### config.mk
export PLATFORM = sky130hd
export DESIGN_NAME = mem_access_sched_flat
export DESIGN_NICKNAME = d
export VERILOG_FILES = /design/src/rtl/mem_sched_pkg.sv /design/src/rtl/mem_access_sched_if.sv /design/src/rtl/rr_arb2.sv /design/src/rtl/mem_access_sched.sv /design/src/flat_wrapper.sv
export SDC_FILE = /design/constraint.sdc
export NUM_CORES = 1
export LEC_CHECK = 0
export ABC_AREA = 1
export CORE_MARGIN = 3
export CORE_UTILIZATION = 58
export CTS_CLUSTER_SIZE = 28
export DETAILED_ROUTE_END_ITERATION = 6
export PLACE_DENSITY = 0.8
export SETUP_SLACK_MARGIN = 0.3
export SLEW_MARGIN = 40
export SYNTH_ARGS = -nofsm -noshare
export SYNTH_HDL_FRONTEND = slang
export SYNTH_HIERARCHICAL = 1
export SYNTH_SLANG_ARGS = --single-unit
### constraint.sdc
create_clock -name clk -period 3.22 [get_ports clk]
set_clock_uncertainty 0.2 [all_clocks]
set_input_delay 0.644 -clock clk [delete_from_list [all_inputs] [get_ports clk]]
set_output_delay 0.644 -clock clk [all_outputs]
set_load 0.05 [all_outputs]
### src/rtl/mem_sched_pkg.sv
// Shared constants, state encoding and client indices for the memory access scheduler.
package mem_sched_pkg;

    localparam int DATA_W       = 8;
    localparam int DEPTH        = 8;
    localparam int ADDR_W       = 3;
    localparam int STARVE_LIMIT = 4;

    // Wide enough to hold 0..STARVE_LIMIT.
    localparam int STARVE_W     = 3;

    typedef enum logic [1:0] {
        IDLE = 2'd0,
        SCAN = 2'd1,
        DONE = 2'd2
    } sum_state_t;

    // Bit positions inside the one-hot grant vector {sum, c1, c0}.
    localparam int CLIENT0  = 0;
    localparam int CLIENT1  = 1;
    localparam int SUM_PORT = 2;

endpackage

### src/rtl/mem_access_sched_if.sv
// Client and sum-engine signal bundle for the memory access scheduler.
interface mem_access_sched_if;
    import mem_sched_pkg::*;

    logic              c0_req;
    logic              c0_we;
    logic [ADDR_W-1:0] c0_addr;
    logic [DATA_W-1:0] c0_wdata;
    logic              c0_gnt;
    logic              c0_rvalid;
    logic [DATA_W-1:0] c0_rdata;

    logic              c1_req;
    logic              c1_we;
    logic [ADDR_W-1:0] c1_addr;
    logic [DATA_W-1:0] c1_wdata;
    logic              c1_gnt;
    logic              c1_rvalid;
    logic [DATA_W-1:0] c1_rdata;

    logic              start;
    logic              busy;
    logic              done;
    logic [DATA_W-1:0] ans;

    modport master (
        output c0_req, c0_we, c0_addr, c0_wdata,
        output c1_req, c1_we, c1_addr, c1_wdata,
        output start,
        input  c0_gnt, c0_rvalid, c0_rdata,
        input  c1_gnt, c1_rvalid, c1_rdata,
        input  busy, done, ans
    );

    modport slave (
        input  c0_req, c0_we, c0_addr, c0_wdata,
        input  c1_req, c1_we, c1_addr, c1_wdata,
        input  start,
        output c0_gnt, c0_rvalid, c0_rdata,
        output c1_gnt, c1_rvalid, c1_rdata,
        output busy, done, ans
    );

endinterface

### src/rtl/rr_arb2.sv
// Two-client round-robin arbiter with a lower-priority sum requester and a
// force input that lets a starved sum engine pre-empt both clients.
module rr_arb2
    import mem_sched_pkg::*;
(
    input  logic       clk,
    input  logic       rst,
    input  logic       req0,
    input  logic       req1,
    input  logic       req_sum,
    input  logic       force_sum,
    output logic [2:0] gnt
);

    // High when client 1 should win the next tie (client 0 was served last).
    logic ptr;

    // Pick at most one winner: forced sum, then clients, then an idle-slot sum.
    always_comb begin
        gnt = '0;
        if (force_sum) begin
            gnt[SUM_PORT] = 1'b1;
        end else if (req0 && req1) begin
            if (ptr) begin
                gnt[CLIENT1] = 1'b1;
            end else begin
                gnt[CLIENT0] = 1'b1;
            end
        end else if (req0) begin
            gnt[CLIENT0] = 1'b1;
        end else if (req1) begin
            gnt[CLIENT1] = 1'b1;
        end else if (req_sum) begin
            gnt[SUM_PORT] = 1'b1;
        end
    end

    // Move the preference away from whichever client was just served.
    always_ff @(posedge clk or negedge rst) begin
        if (!rst) begin
            ptr <= 1'b0;
        end else if (gnt[CLIENT0]) begin
            ptr <= 1'b1;
        end else if (gnt[CLIENT1]) begin
            ptr <= 1'b0;
        end
    end

endmodule

### src/rtl/mem_access_sched.sv
// Single-port memory shared by two clients and an internal sum engine; one
// access is committed per clock, chosen by the rr_arb2 arbiter.
module mem_access_sched
    import mem_sched_pkg::*;
(
    input  logic                clk,
    input  logic                rst,
    mem_access_sched_if.slave   bus
);

    logic [DATA_W-1:0]   mem [DEPTH];
    sum_state_t          state;
    sum_state_t          state_next;
    logic [ADDR_W-1:0]   idx;
    logic [DATA_W-1:0]   acc;
    logic [DATA_W-1:0]   ans_q;
    logic [STARVE_W-1:0] starve_cnt;
    logic [2:0]          gnt;
    logic                scanning;
    logic                force_sum;
    logic                sum_gnt;
    logic                last_idx;
    logic [DATA_W-1:0]   sum_value;

    assign scanning  = (state == SCAN);
    assign force_sum = scanning && (starve_cnt == STARVE_W'(STARVE_LIMIT));
    assign sum_gnt   = gnt[SUM_PORT];
    assign last_idx  = (idx == ADDR_W'(DEPTH - 1));
    assign sum_value = acc + mem[idx];

    rr_arb2 u_arb (
        .clk       (clk),
        .rst       (rst),
        .req0      (bus.c0_req),
        .req1      (bus.c1_req),
        .req_sum   (scanning),
        .force_sum (force_sum),
        .gnt       (gnt)
    );

    assign bus.c0_gnt = gnt[CLIENT0];
    assign bus.c1_gnt = gnt[CLIENT1];
    assign bus.busy   = (state != IDLE);
    assign bus.done   = (state == DONE);
    assign bus.ans    = ans_q;

    // Commit the granted client write into the array.
    always_ff @(posedge clk or negedge rst) begin
        if (!rst) begin
            for (int i = 0; i < DEPTH; i++) begin
                mem[i] <= '0;
            end
        end else if (gnt[CLIENT0] && bus.c0_we) begin
            mem[bus.c0_addr] <= bus.c0_wdata;
        end else if (gnt[CLIENT1] && bus.c1_we) begin
            mem[bus.c1_addr] <= bus.c1_wdata;
        end
    end

    // Return granted client reads one cycle later; rdata holds afterwards.
    always_ff @(posedge clk or negedge rst) begin
        if (!rst) begin
            bus.c0_rvalid <= 1'b0;
            bus.c0_rdata  <= '0;
            bus.c1_rvalid <= 1'b0;
            bus.c1_rdata  <= '0;
        end else begin
            bus.c0_rvalid <= gnt[CLIENT0] && !bus.c0_we;
            bus.c1_rvalid <= gnt[CLIENT1] && !bus.c1_we;
            if (gnt[CLIENT0] && !bus.c0_we) begin
                bus.c0_rdata <= mem[bus.c0_addr];
            end
            if (gnt[CLIENT1] && !bus.c1_we) begin
                bus.c1_rdata <= mem[bus.c1_addr];
            end
        end
    end

    // Sum engine state register.
    always_ff @(posedge clk or negedge rst) begin
        if (!rst) begin
            state <= IDLE;
        end else begin
            state <= state_next;
        end
    end

    // Sum engine sequencing: start only from IDLE, finish on the last read.
    always_comb begin
        state_next = state;
        case (state)
            IDLE:    if (bus.start) state_next = SCAN;
            SCAN:    if (sum_gnt && last_idx) state_next = DONE;
            DONE:    state_next = IDLE;
            default: state_next = IDLE;
        endcase
    end

    // Accumulate one entry per sum grant and publish the total on the last one.
    always_ff @(posedge clk or negedge rst) begin
        if (!rst) begin
            idx   <= '0;
            acc   <= '0;
            ans_q <= '0;
        end else if (state == IDLE && bus.start) begin
            idx <= '0;
            acc <= '0;
        end else if (sum_gnt) begin
            acc <= sum_value;
            if (last_idx) begin
                ans_q <= sum_value;
            end else begin
                idx <= idx + 1'b1;
            end
        end
    end

    // Count consecutive denied scan cycles so a busy client pair cannot starve the sum.
    always_ff @(posedge clk or negedge rst) begin
        if (!rst) begin
            starve_cnt <= '0;
        end else if (sum_gnt || !scanning) begin
            starve_cnt <= '0;
        end else begin
            starve_cnt <= starve_cnt + 1'b1;
        end
    end

endmodule
### src/flat_wrapper.sv
// flat-port wrapper written by rule: the top's interface ports become plain ports
module mem_access_sched_flat import mem_sched_pkg::*;
  (clk, rst, bus_c0_req, bus_c0_we, bus_c0_addr, bus_c0_wdata, bus_c1_req, bus_c1_we, bus_c1_addr, bus_c1_wdata, bus_start, bus_c0_gnt, bus_c0_rvalid, bus_c0_rdata, bus_c1_gnt, bus_c1_rvalid, bus_c1_rdata, bus_busy, bus_done, bus_ans);
  mem_access_sched_if bus_i ();
  input  logic clk;
  input  logic rst;
  input wire logic [$bits(bus_i.c0_req)-1:0] bus_c0_req;
  input wire logic [$bits(bus_i.c0_we)-1:0] bus_c0_we;
  input wire logic [$bits(bus_i.c0_addr)-1:0] bus_c0_addr;
  input wire logic [$bits(bus_i.c0_wdata)-1:0] bus_c0_wdata;
  input wire logic [$bits(bus_i.c1_req)-1:0] bus_c1_req;
  input wire logic [$bits(bus_i.c1_we)-1:0] bus_c1_we;
  input wire logic [$bits(bus_i.c1_addr)-1:0] bus_c1_addr;
  input wire logic [$bits(bus_i.c1_wdata)-1:0] bus_c1_wdata;
  input wire logic [$bits(bus_i.start)-1:0] bus_start;
  output wire logic [$bits(bus_i.c0_gnt)-1:0] bus_c0_gnt;
  output wire logic [$bits(bus_i.c0_rvalid)-1:0] bus_c0_rvalid;
  output wire logic [$bits(bus_i.c0_rdata)-1:0] bus_c0_rdata;
  output wire logic [$bits(bus_i.c1_gnt)-1:0] bus_c1_gnt;
  output wire logic [$bits(bus_i.c1_rvalid)-1:0] bus_c1_rvalid;
  output wire logic [$bits(bus_i.c1_rdata)-1:0] bus_c1_rdata;
  output wire logic [$bits(bus_i.busy)-1:0] bus_busy;
  output wire logic [$bits(bus_i.done)-1:0] bus_done;
  output wire logic [$bits(bus_i.ans)-1:0] bus_ans;
  assign bus_i.c0_req = bus_c0_req;
  assign bus_i.c0_we = bus_c0_we;
  assign bus_i.c0_addr = bus_c0_addr;
  assign bus_i.c0_wdata = bus_c0_wdata;
  assign bus_i.c1_req = bus_c1_req;
  assign bus_i.c1_we = bus_c1_we;
  assign bus_i.c1_addr = bus_c1_addr;
  assign bus_i.c1_wdata = bus_c1_wdata;
  assign bus_i.start = bus_start;
  assign bus_c0_gnt = bus_i.c0_gnt;
  assign bus_c0_rvalid = bus_i.c0_rvalid;
  assign bus_c0_rdata = bus_i.c0_rdata;
  assign bus_c1_gnt = bus_i.c1_gnt;
  assign bus_c1_rvalid = bus_i.c1_rvalid;
  assign bus_c1_rdata = bus_i.c1_rdata;
  assign bus_busy = bus_i.busy;
  assign bus_done = bus_i.done;
  assign bus_ans = bus_i.ans;
  mem_access_sched u_core (.clk(clk), .rst(rst), .bus(bus_i));
endmodule
-- Yosys cells after proc, flatten, opt, wreduce, memory -nomap -nowiden
Cells that the tools add are included.
- register bits: 107
- bits in latches: 0
- RAM bits: 0
- memory bits (read-only): 0
- input port bits: 29
- logic and storage cells: 98
- memories: 0
- add/sub/neg operators: 3
- multipliers: 0
- div/mod/pow operators: 0
- magnitude comparators: 5
- eq/ne operators: 7
- shift operators: 0
- mux-type cells: 39
- bitwise operators: 4
- reduce and logical (&&, ||, !) cells: 22
- operator list (operator ; number):
    bitwise mux 64 bit ; 2
    two-way mux 64 bit ; 2
    two-way mux 8 bit ; 10
    binary-select mux 8 bit (select 3 bit) ; 3
    demux 8 bit (select 3 bit) ; 2
    greater-or-equal comparator 4 bit, second input constant ; 3
    two-way mux 3 bit ; 4
    inverter 3 -> 4 bit ; 3
    logical AND 1 bit ; 10
    two-way mux 1 bit ; 10
    two-way mux 2 bit ; 5
    adder 8 bit ; 1
    less-than comparator 4 x 1 -> 1 bit, second input constant ; 2
    nonzero test 2 bit ; 4
    adder 3 x 1 -> 3 bit, second input constant ; 2
    equality test 3 bit, second input constant ; 2
    inequality test 2 bit, second input constant ; 3
    one-hot mux 2 bit (2 select lines) ; 1
    AND reduction 2 bit ; 2
    logical NOT 1 bit ; 3
    AND reduction 3 bit ; 1
    equality test 2 x 1 -> 1 bit, second input constant ; 1
    equality test 2 bit, second input constant ; 1
    logical NOT 2 bit ; 1
    other kinds (2) ; 2

-- Logic depth before layout (Yosys ltp)
Gate-level depths: netlist of run 1.
- depth in word-level cells: 9
- gate-level depth with buffers: 16

-- Hierarchy
The synthesis of run 1 kept the hierarchy.
- by module, submodules not included (module ; instances ; cells each ; area an instance (µm²) ; sequential area each (µm²)):
    mem_access_sched ; 1 ; 821 ; 6282.3 ; 2652.5
    rr_arb2 ; 1 ; 13 ; 76.3 ; 25.0

-- Least setup slack after synthesis of run 1
OpenSTA, ideal clock, no wires.
- path type: register to register
- start point: register u_core.starve_cnt[0]
- end point: register u_core/mem[2] in the netlist's numbering
- data arrival time: 2371 ps
- slack: 524 ps
- cell stages (with the launch flop): 12
- clock period less this slack: 2696 ps
- path through: dfrtp_1 -> inv_1 -> ha_1 -> nand2_1 -> nor2_1 -> inv_1 -> nand2_1 -> a21oi_2 -> nand3_2 -> o22ai_1 -> buf_4 -> mux2_2
- word-level cells in the longest chain between the ends: 5
- elaborated cells between the ends (all ways): 7
- classes of those cells: eq/ne: 1; mux: 2; reduce/logical: 4
- RTL lines (what ; line ; source):
    from (decl) ; mem_access_sched.sv:17 ; logic [STARVE_W-1:0] starve_cnt;
    from (signal assigned) ; mem_access_sched.sv:125 ; starve_cnt <= starve_cnt + 1'b1;
    equality test 3 bit ; mem_access_sched.sv:26 ; assign force_sum = scanning && (starve_cnt == STARVE_W'(STARVE_LIMIT));
    logical AND 1 bit ; mem_access_sched.sv:26 ;
    named net u_core.force_sum ; mem_access_sched.sv:20 ; logic force_sum;
    two-way mux 2 bit ; rr_arb2.sv:21 ; if (force_sum) begin
    named net bus_c1_gnt ; flat_wrapper.sv:19 ; output wire logic [$bits(bus_i.c1_gnt)-1:0] bus_c1_gnt;
    logical AND 1 bit ; mem_access_sched.sv:55 ; end else if (gnt[CLIENT1] && bus.c1_we) begin
    nonzero test 2 bit (no source line) ; -- ;
    to (signal, indexed assignment) ; mem_access_sched.sv:54 ; mem[bus.c0_addr] <= bus.c0_wdata;
    to (signal, indexed assignment) ; mem_access_sched.sv:56 ; mem[bus.c1_addr] <= bus.c1_wdata;
    to (decl) ; mem_access_sched.sv:11 ; logic [DATA_W-1:0] mem [DEPTH];
The timed path passes the listed nets, and every way through them passes these cells.
A chain may end at the register's enable or synchronous reset.

-- Final worst setup path of run 1
- start point: register u_core.idx[0]
- end point: register u_core.ans_q[5] (netlist: u_core/bus.ans[5])
- word-level cells in the longest chain between the ends: 5
- elaborated cells between the ends (all ways): 7
- classes of those cells: add/sub: 1; eq/ne: 1; mux: 3; bitwise: 1; reduce/logical: 1
- RTL lines (what ; line ; source):
    from (decl) ; mem_access_sched.sv:14 ; logic [ADDR_W-1:0] idx;
    from (signal assigned) ; mem_access_sched.sv:113 ; idx <= idx + 1'b1;
    inverter 3 -> 4 bit (not written as such) ; mem_access_sched.sv:29 ; assign sum_value = acc + mem[idx];
    binary-select mux 8 bit (select 3 bit) ; mem_access_sched.sv:29 ;
    two-way mux 8 bit (not written as such) (2 in series) ; mem_access_sched.sv:29 ;
    adder 8 bit ; mem_access_sched.sv:29 ;
    to (signal assigned) ; mem_access_sched.sv:111 ; ans_q <= sum_value;
    to (decl) ; mem_access_sched.sv:16 ; logic [DATA_W-1:0] ans_q;
Parallel ways exist; a longest one is shown, timed or not. The select of a mux whose other input is x is not followed.

==> results of run 1 <==
-- how the worst min path moves through the flow --
stage / cells past startpoint / to / start / slack (ns)
final: 1 / u_core/starve_cnt[0] / u_core/starve_cnt[0] / 0.27
after global routing: 1 / u_core/starve_cnt[0] / u_core/starve_cnt[0] / 0.29
after CTS: 1 / u_core/starve_cnt[0] / u_core/starve_cnt[0] / 0.27
after detailed placement: 1 / u_core/starve_cnt[0] / u_core/starve_cnt[0] / 0.25
after global placement: 1 / u_core/starve_cnt[0] / u_core/starve_cnt[0] / 0.24
after floorplan: 0 / u_core/acc[0] / rst / 0.15
-- synthesized netlist by cell type, types with 3 or more instances --
cell type,count
o22ai_2,6
o21ai_0,89
inv_2,5
xor2_1,3
mux2_2,5
buf_2,22
nor2_1,58
nand3_2,8
buf_4,5
o22ai_1,106
a21oi_1,59
nand2_1,150
dfrtp_1,107
o21ai_1,12
o211ai_1,3
a31oi_1,21
clkbuf_1,8
inv_1,106
nand3_1,29
ha_1,11
-- area by class of cell --
cell class | instances | area [um^2]
fill | 846 | 3000
multi-input combinational | 577 | 3070
sequential | 107 | 2680
inverter | 113 | 428
clock inverter | 7 | 83.8
timing repair buffer | 103 | 951
tap | 136 | 170
clock buffer | 9 | 124
-- flip-flops by register name, summed over array words and instances (netlist names), 2 cells and up --
register	count
u_core/acc	8
u_core/bus.ans	8
u_core/bus.c0_rdata	8
u_core/bus.c1_rdata	8
u_core/idx	3
u_core/mem	64
u_core/starve_cnt	3
u_core/state	2
-- power by group through the flow --
stage / Sequential (mW) / Combinational, mW / Clock [mW]
after floorplan: 2.54 / 2.00 / 0
after global placement: 2.12 / 3.58 / 0
after detailed placement: 2.14 / 3.69 / 0
after CTS: 2.12 / 3.71 / 0.887
after global routing: 2.18 / 4.12 / 0.948
final: 2.14 / 3.83 / 0.880
-- per-layer routing --
layer	GRT usage [%]	wire [um]
met2	58.1	10400
met5	0	0
met4	22.7	1430
met1	53.3	9100
met3	12.7	3690
-- logic make-up after synthesis --
kind of cell,after synthesis
AO/OA/AOI/OAI,303
adder cells (fa/ha/maj),12
buffers and inverters,150
XOR/XNOR,5
flip-flops,107
AND/OR/NAND/NOR,252
multiplexers,5
-- worst reg2reg max path, cell delays in order (launching register included) --
cell and delay [ns]:
dfrtp_1 0.41, buf_4 0.22, o21ai_0 0.33, nand2_1 0.19, nor2_1 0.13, a31oi_1 0.05
ha_1 0.36, a21oi_1 0.15, nand2_1 0.12, a21oi_1 0.18, xor2_1 0.24, o21ai_0 0.11
-- timing repair --
item / CTS / global route
hold buffers: 1 / 0
setup endpoints to repair: 0 / 7
resized for setup: 0 / 3
endpoints found under the hold margin: 12 / 0
-- stage by stage --
| step | cells | instance area [um^2] |
|---|---|---|
| finish | 1052 | 7500 |
| global route | 1052 | 7500 |
| global placement | 1035 | 7280 |
| CTS | 1052 | 7490 |
| detailed placement | 1035 | 7280 |
| floorplan | 834 | 6360 |
==> results_dict.tcl, run 1 <==
set metrics [dict create \
    status "finished, violations left" \
    violations "design-rule violations" \
    yosysSeqAreaShare_pct 42.1 \
    p_switching_mw 3.40 \
    initial_utilization_pct 60.5 \
    synth_xor_area_share_pct 0.689 \
    tightest_slew_ns 0.631 \
    synth-main-ff-cell "dfrtp_1" \
    crit_type "register to register" \
    ys_ff_latch 107 \
    path_cells "buf_4 -> o21ai_0 -> nand2_1 -> nor2_1 -> a31oi_1 -> ha_1 -> a21oi_1 -> nand2_1 -> a21oi_1 -> xor2_1 -> o21ai_0" \
    finalPower_mw 6.85 \
    chipWidth_um 111 \
    clock_latency_ns 0.39 \
    num-nets-final 952 \
    tns_ns 0 \
    gr-total-overflow 0 \
    ys_top_cells_by_area "dfrtp_1 42%, o22ai_1 10%, nand2_1 8.9%" \
    post-place-ws_ns 0.295 \
    finalWeightedCongestion 1.06 \
    cts_setup_buffers 0 \
    startpoint "u_core/idx[0]" \
    min_path_type "register to register" \
    final_hold_viol_count 0 \
    crit_slowest_cell "dfrtp_1" \
    post-route-util_pct 71.4 \
    cp.arrival_ns 2.90 \
    htree_levels 3 \
    power_frac_clock_pct 12.8 \
    antennaDiodeCount 0 \
    post-route-drc-count 1 \
    fin_ws_ns 0.395 \
    clockBufferDepth 2 \
    drv_cap 0 \
    grt_util_all_layers_pct 40.2 \
    cts_made_buffers 9 \
    wl_mm 24.6 \
    synth.area.mux_share_pct 0.885 \
    crit_family "compound AO/OA/AOI/OAI gates" \
    syn_avg_cell_area_um2 7.62 \
    firstDrtPassIters 7 \
    syn-cell-area_um2 6360 \
    maxSlewHeadroom_pct 57.7 \
    grt_max_degree 49 \
    layout-drive-gt1-share_pct 10.3 \
    reg2reg_to "u_core/bus.ans[5]" \
    cts_root_buffer "clkbuf_8" \
    synth-edff-count 0 \
    syn_nets 875 \
    intPower_mw 3.45 \
    grt_pass1_vias 6781 \
    p_sw_share_pct 49.6 \
    die_area_um2 12300 \
    critPathLaunchType "register" \
    endpoint "u_core/bus.ans[5]" \
    cp.required_ns 3.29 \
    slew_viol_final 0 \
    area_delta_synth_final_pct 18.0 \
    period_minus_slack_ns 2.82 \
    core_area_um2 10500 \
    vdd_drop_max_mv 0.654 \
    period_share_pct 87.7 \
    powerDensity_nw_per_um2 913 \
    synth_top_family_by_area "compound AO/OA/AOI/OAI gates" \
    dp_hpwl_mm 18.0 \
    cts.sink_count 107 \
    synth_compound_area_share_pct 27.6 \
    reg2reg_depth 11 \
    critPathBufInv 1 \
    synth_adder_area_share_pct 2.48 \
    wl_per_cell_um 23.4 \
    r2r-start "u_core/idx[0]" \
    clk_pin_slew_ns 0.11 \
    grt_pass1_wl_mm 38.4 \
    drt_iter0_drc 935 \
    p_seq_share_pct 31.2 \
    finalSetupViolCount 0 \
    chipHeight_um 111 \
    synth_top_cell_area_share_pct 42.1 \
    final_cell_mix "150 x nand2_1, 107 x dfrtp_1, 106 x inv_1, 106 x o22ai_1, 88 x o21ai_0" \
    comb_power_share_pct 55.9 \
    cts_tree "done" \
    rsz0062_at_grt "true" \
    rows 37 \
    leakagePower_nw 3.33 \
    ys_types 36 \
    async_flop_share_pct 100 \
    timing.fmax_ghz 0.354 \
    numPortBuffers 58 \
    antenna_found_initial 0 \
    whs_ns 0.268 \
    critPathCaptureType "register" \
    synthSimpleGateAreaFrac_pct 16.5 \
    ant_nets 0 \
    synth_warnings 6 \
    cp.depth 11 \
    final_common_cell "nand2_1" \
    ff2ff_setup_slack_ns 0.40 \
    routed-via-count 7038 \
    ioPinCount 59 \
    slowest_delay_ns 0.41 \
    syn_inst 834 \
    synth.largest_area_cell "dfrtp_1" \
    avgViaCountPerCell 6.69 \
    crit_fanout 20 \
]
Power figures use the tool's default switching activity.
==> run 2, diff against run 1 <==
--- a/config.mk
+++ b/config.mk
@@ -6,14 +6,14 @@
 export NUM_CORES = 1
 export LEC_CHECK = 0
 export ABC_AREA = 1
+export CORE_ASPECT_RATIO = 0.5
 export CORE_MARGIN = 3
-export CORE_UTILIZATION = 58
+export CORE_UTILIZATION = 59
 export CTS_CLUSTER_SIZE = 28
 export DETAILED_ROUTE_END_ITERATION = 6
-export PLACE_DENSITY = 0.8
+export PLACE_DENSITY = 0.81
 export SETUP_SLACK_MARGIN = 0.3
 export SLEW_MARGIN = 40
 export SYNTH_ARGS = -nofsm -noshare
 export SYNTH_HDL_FRONTEND = slang
-export SYNTH_HIERARCHICAL = 1
 export SYNTH_SLANG_ARGS = --single-unit
==> results_dict.tcl, run 2 <==
set metrics [dict create \
    syn-cell-area_um2 6620 \
    antenna_found_initial 0 \
    cp.required_ns 3.26 \
    rows 26 \
    worst_path_most_repeated_cell "nand2_1" \
    clock_latency_ns 0.36 \
    yosysMostFrequentCell "nand2_1" \
    critPathCaptureType "register" \
    syn_inst 921 \
    htree_levels 3 \
    core_area_um2 10600 \
    wl_mm 25.7 \
    drt_iter0_drc 1439 \
    num-nets-final 1056 \
    synth_warnings 0 \
    syn_avg_cell_area_um2 7.19 \
    rsz0062_at_grt "true" \
    ys_top_cells_by_area "dfrtp_1 40%, nand2_1 16%, inv_1 6.7%" \
    post-route-drc-count 30 \
    finalSetupViolCount 0 \
    chipWidth_um 156 \
    maxSlewHeadroom_pct 55.1 \
    powerDensity_nw_per_um2 907 \
    clockBufferDepth 2 \
    tightest_slew_ns 0.674 \
    period_minus_slack_ns 2.81 \
    whs_ns 0.116 \
    antennaDiodeCount 0 \
    cts_tree "done" \
    timing.fmax_ghz 0.356 \
    synth-edff-count 0 \
    period_share_pct 87.2 \
    grt_util_all_layers_pct 41.5 \
    place_area_um2 7580 \
    ioPinCount 59 \
    area_delta_synth_final_pct 20.4 \
    clk_pin_slew_ns 0.08 \
    layout-drive-gt1-share_pct 11.0 \
    status "finished, violations left" \
    dp_hpwl_mm 19.7 \
    critPathLaunchType "register" \
    largest_reg_flops 64 \
    drv_cap 0 \
    path_cells "buf_6 -> buf_4 -> a21oi_1 -> o21ai_0 -> a31oi_1 -> ha_1 -> inv_1 -> fa_2 -> o21ai_2 -> nand2_1 -> nand2_1 -> nand2_1 -> nand2_1 -> nand2_1 -> nand3_1 -> nand2_1" \
    final_cell_mix "287 x nand2_1, 118 x inv_1, 105 x dfrtp_1, 88 x nand3_1, 63 x o21ai_0" \
    chipHeight_um 80.9 \
    cts.sink_count 107 \
    min_path_type "input port to async pin" \
    cts_root_buffer "clkbuf_16" \
    grt_max_degree 49 \
    cp.arrival_ns 2.85 \
    finalWeightedCongestion 1.11 \
    crit_slowest_cell "dfrtp_2" \
    crit_family "compound AO/OA/AOI/OAI gates" \
    crit_fanout 12 \
    violations "design-rule violations" \
    tns_ns 0 \
    grt_pass1_wl_mm 38.9 \
    final_common_cell "nand2_1" \
    gr-total-overflow 0 \
    slew_viol_final 0 \
    async_flop_share_pct 100 \
    regMostFlops "u_core.mem" \
    synth.largest_area_cell "dfrtp_1" \
    wl_per_cell_um 22.2 \
    cts_made_buffers 9 \
    ys_types 42 \
    grt_pass1_vias 6900 \
    numPortBuffers 58 \
    synth_top_cell_area_share_pct 40.4 \
    synth-main-ff-cell "dfrtp_1" \
    slowest_delay_ns 0.46 \
    post-route-util_pct 75.4 \
    avgViaCountPerCell 6.37 \
    syn_nets 962 \
    ant_nets 0 \
    firstDrtPassIters 7 \
    ys_ff_latch 107 \
    final_area_um2 7970 \
    critPathBufInv 3 \
    crit_type "register to register" \
    synth_common_cells "287 x nand2_1, 119 x inv_1, 107 x dfrtp_1" \
    vdd_drop_max_mv 0.487 \
    die_area_um2 12600 \
    leakagePower_nw 3.82 \
    final_hold_viol_count 0 \
    yosysSeqAreaShare_pct 40.4 \
    routed-via-count 7386 \
    initial_utilization_pct 62.6 \
]
[run 2: cell count changes after synthesis, sizes merged, moves of 20 or more]
| cell | before | now |
|---|---|---|
| o21ai | 101 | 68 |
| a21oi | 61 | 39 |
| nand2 | 151 | 290 |
| o22ai | 112 | 42 |
| buf | 29 | 9 |
| nand3 | 37 | 90 |
[run 2: worst paths after layout]
check | from | end | slack, ns | cells after the start
max reg2reg | u_core.idx[0] | u_core.acc[6] | 0.41 | 16
max in group asynchronous | rst | u_core.bus.c0_rdata[3] | 1.99 | 2
max | u_core.idx[0] | u_core.acc[6] | 0.41 | 16
min in group clk | u_core.starve_cnt[0] | u_core.starve_cnt[0] | 0.27 | 1
min reg2reg | u_core.starve_cnt[0] | u_core.starve_cnt[0] | 0.27 | 1
min | rst | u_core.bus.c0_rdata[4] | 0.12 | 1
[run 2: logic make-up after synthesis]
family | synth area share (%)
DFF | 40.4
adders and majority gates | 2.38
AOI/OAI and AO/OA | 17.7
buffers and inverters | 8.75
and+or+nand+nor | 30.0
xor gates and xnor gates | 0.661
[run 2: layout make-up]
type / count / area (um^2)
clock buffer: 10 / 229
clock inverter: 6 / 47.5
fill: 829 / 2600
inverter: 129 / 490
multi-input combinational: 664 / 3390
sequential: 107 / 2680
tap: 140 / 175
timing repair buffer: 103 / 952
timing repair inverter: 1 / 5.00
[run 2: per-stage QoR]
stage | setup WS (ns) | power [mW] | cells
3_3_place_gp | 0.276 | 5.60 | 1133
6_report | 0.413 | 7.23 | 1160
4_1_cts | 0.323 | 6.84 | 1149
5_1_grt | 0.248 | 7.57 | 1160
3_5_place_dp | 0.255 | 5.76 | 1133
2_1_floorplan | 0.401 | 4.47 | 921
[run 2: repair_timing]
item,4_1_cts,5_1_grt
setup buffers,0,10
cloned,0,1
hold buffers,0,0
endpoints found under the setup margin,2,7
pin swaps,0,2
gates resized for setup,1,10
[run 2: power by group]
group | switching [mW] | internal, mW | leakage [nW]
Combinational | 2.41 | 1.35 | 2.31
Clock | 0.557 | 0.537 | 0.139
Sequential | 0.550 | 1.83 | 1.37
[run 2: per-layer routing]
| layer | wire length (um) | part of all wire [%] | up-vias | GRT usage [%] |
|---|---|---|---|---|
| met3 | 5080 | 20 | 101 | 22.7 |
| met2 | 10200 | 40 | 660 | 59.7 |
| met4 | 699 | 2.7 | 2 | 10.0 |
| met5 | 74 | 0.29 | - | 4.37 |
| met1 | 9660 | 38 | 3390 | 54.3 |
| li1 | - | - | 3233 | - |
==> run 3, diff against run 2 <==
--- a/config.mk
+++ b/config.mk
@@ -7,7 +7,7 @@
 export LEC_CHECK = 0
 export ABC_AREA = 1
 export CORE_ASPECT_RATIO = 0.5
-export CORE_MARGIN = 3
+export CORE_MARGIN = 2
 export CORE_UTILIZATION = 59
 export CTS_CLUSTER_SIZE = 28
 export DETAILED_ROUTE_END_ITERATION = 6
==> results_dict.tcl, run 3 (same netlist as run 2, synthesis figures left out) <==
set metrics [dict create \
    tightest_slew_ns 0.673 \
    cts_root_buffer "clkbuf_16" \
    final_hold_viol_count 0 \
    crit_type "register to register" \
    critPathLaunchType "register" \
    place_area_um2 7550 \
    cp.required_ns 3.27 \
    grt_util_all_layers_pct 42.4 \
    dp_hpwl_mm 19.3 \
    rows 27 \
    die_area_um2 12100 \
    timing.fmax_ghz 0.358 \
    cts.sink_count 107 \
    leakagePower_nw 3.81 \
    grt_max_degree 50 \
    avgViaCountPerCell 6.28 \
    ant_nets 0 \
    routed-via-count 7285 \
    drv_cap 0 \
    p_sw_share_pct 47.9 \
    layout-drive-gt1-share_pct 10.5 \
    period_minus_slack_ns 2.80 \
    min_path_type "input port to async pin" \
    regMostFlops "u_core.mem" \
    n_fill_cell 871 \
    initial_utilization_pct 60.3 \
    post-route-drc-count 21 \
    numPortBuffers 58 \
    firstDrtPassIters 7 \
    gr-total-overflow 0 \
    chipWidth_um 154 \
    crit_fanout 17 \
    final_cell_mix "287 x nand2_1, 118 x inv_1, 106 x dfrtp_1, 88 x nand3_1, 63 x o21ai_0" \
    slew_viol_final 0 \
    cts_made_buffers 9 \
    vdd_drop_max_mv 0.410 \
    core_area_um2 11000 \
    status "finished, violations left" \
    wl_mm 25.0 \
    p_switching_mw 3.46 \
    tns_ns 0 \
    cts_tree "done" \
    cp.arrival_ns 2.84 \
    p_seq_share_pct 32.7 \
    power_frac_clock_pct 16.6 \
    period_share_pct 86.9 \
    final_common_cell "nand2_1" \
    chipHeight_um 78.9 \
    seqCellArea_um2 2680 \
    multi_input_area_um2 3380 \
    ioPinCount 59 \
    finalWeightedCongestion 1.09 \
    maxSlewHeadroom_pct 55.2 \
    area_delta_synth_final_pct 20.7 \
    final_area_um2 7990 \
    clockBufferDepth 2 \
    antenna_found_initial 0 \
    rsz0062_at_grt "false" \
    grt_pass1_wl_mm 38.1 \
    htree_levels 3 \
    critPathCaptureType "register" \
    powerDensity_nw_per_um2 906 \
    clock_latency_ns 0.37 \
    wl_per_cell_um 21.6 \
    intPower_mw 3.77 \
    grt_pass1_vias 6875 \
    violations "design-rule violations" \
    finalSetupViolCount 0 \
    clk_pin_slew_ns 0.08 \
    comb_power_share_pct 50.7 \
    largest_reg_flops 64 \
    drt_iter0_drc 1263 \
    reg2reg_depth 16 \
    antennaDiodeCount 0 \
    num-nets-final 1051 \
]
[run 3: final timing paths]
check	start	end	slack, ns
min	rst	u_core.bus.c0_rdata[0]	0.11
max reg2reg	u_core.idx[0]	u_core.acc[6]	0.42
min in group clk	u_core.starve_cnt[0]	u_core.starve_cnt[0]	0.28
min reg2reg	u_core.starve_cnt[0]	u_core.starve_cnt[0]	0.28
max in group asynchronous	rst	u_core.mem[58]	1.92
max	u_core.idx[0]	u_core.acc[6]	0.42
[run 3: power groups by stage]
stage / Combinational [mW] / Clock, mW / Sequential, mW
2_1_floorplan: 1.87 / 0 / 2.60
3_3_place_gp: 3.29 / 0 / 2.31
3_5_place_dp: 3.40 / 0 / 2.31
4_1_cts: 3.41 / 1.20 / 2.30
5_1_grt: 4.00 / 1.26 / 2.39
6_report: 3.67 / 1.20 / 2.37
[run 3: timing repair]
action	4_1_cts	5_1_grt
endpoints found under the setup margin	2	8
gates resized for setup	2	10
hold buffers	0	0
gates cloned	0	2
pin swaps	0	3
buffers inserted	0	7
[run 3: routing by layer]
| layer | up-vias | GRT usage, % | part of all wire, % |
|---|---|---|---|
| met5 | - | 0 | 0 |
| met4 | 0 | 9.35 | 2.2 |
| li1 | 3219 | - | - |
| met1 | 3389 | 57.0 | 40 |
| met3 | 74 | 20.8 | 18 |
| met2 | 603 | 62.1 | 40 |
[run 3: area by class of cell]
| class | count | share of cell area, % |
|---|---|---|
| Clock buffer | 9 | 2.82 |
| Multi-Input combinational cell | 664 | 42.3 |
| Clock inverter | 7 | 1.21 |
| Timing Repair inverter | 1 | 0.0626 |
| Sequential cell | 107 | 33.5 |
| Tap cell | 145 | 2.27 |
| Timing Repair Buffer | 98 | 11.6 |
| Inverter | 129 | 6.14 |
[run 3: per-stage QoR]
stage          instances  utilization [%]  worst slack (ns)  total power [mW]  hold slack [ns]
6_report            1160             72.8             0.423              7.24            0.112
5_1_grt             1160             72.8             0.250              7.64            0.155
4_1_cts             1151             71.7             0.305              6.91            0.133
3_5_place_dp        1135             68.8             0.227              5.71            0.269
3_3_place_gp        1135             68.8             0.291              5.59            0.244
2_1_floorplan        921                -             0.401              4.47            0.148
[run 3: worst max-delay path, cell delays in order (launching register included)]
cell and delay, ns:
dfrtp_2 0.48, clkinvlp_4 0.18, buf_4 0.22, a21oi_1 0.12
o21ai_0 0.08, nand2_1 0.07, nor2_1 0.05, a31oi_2 0.20
ha_1 0.32, a21oi_2 0.21, o21ai_2 0.10, nand2_1 0.07
nand2_1 0.05, nand2_1 0.07, nand3b_1 0.10, nand3_1 0.11
nand2_1 0.06
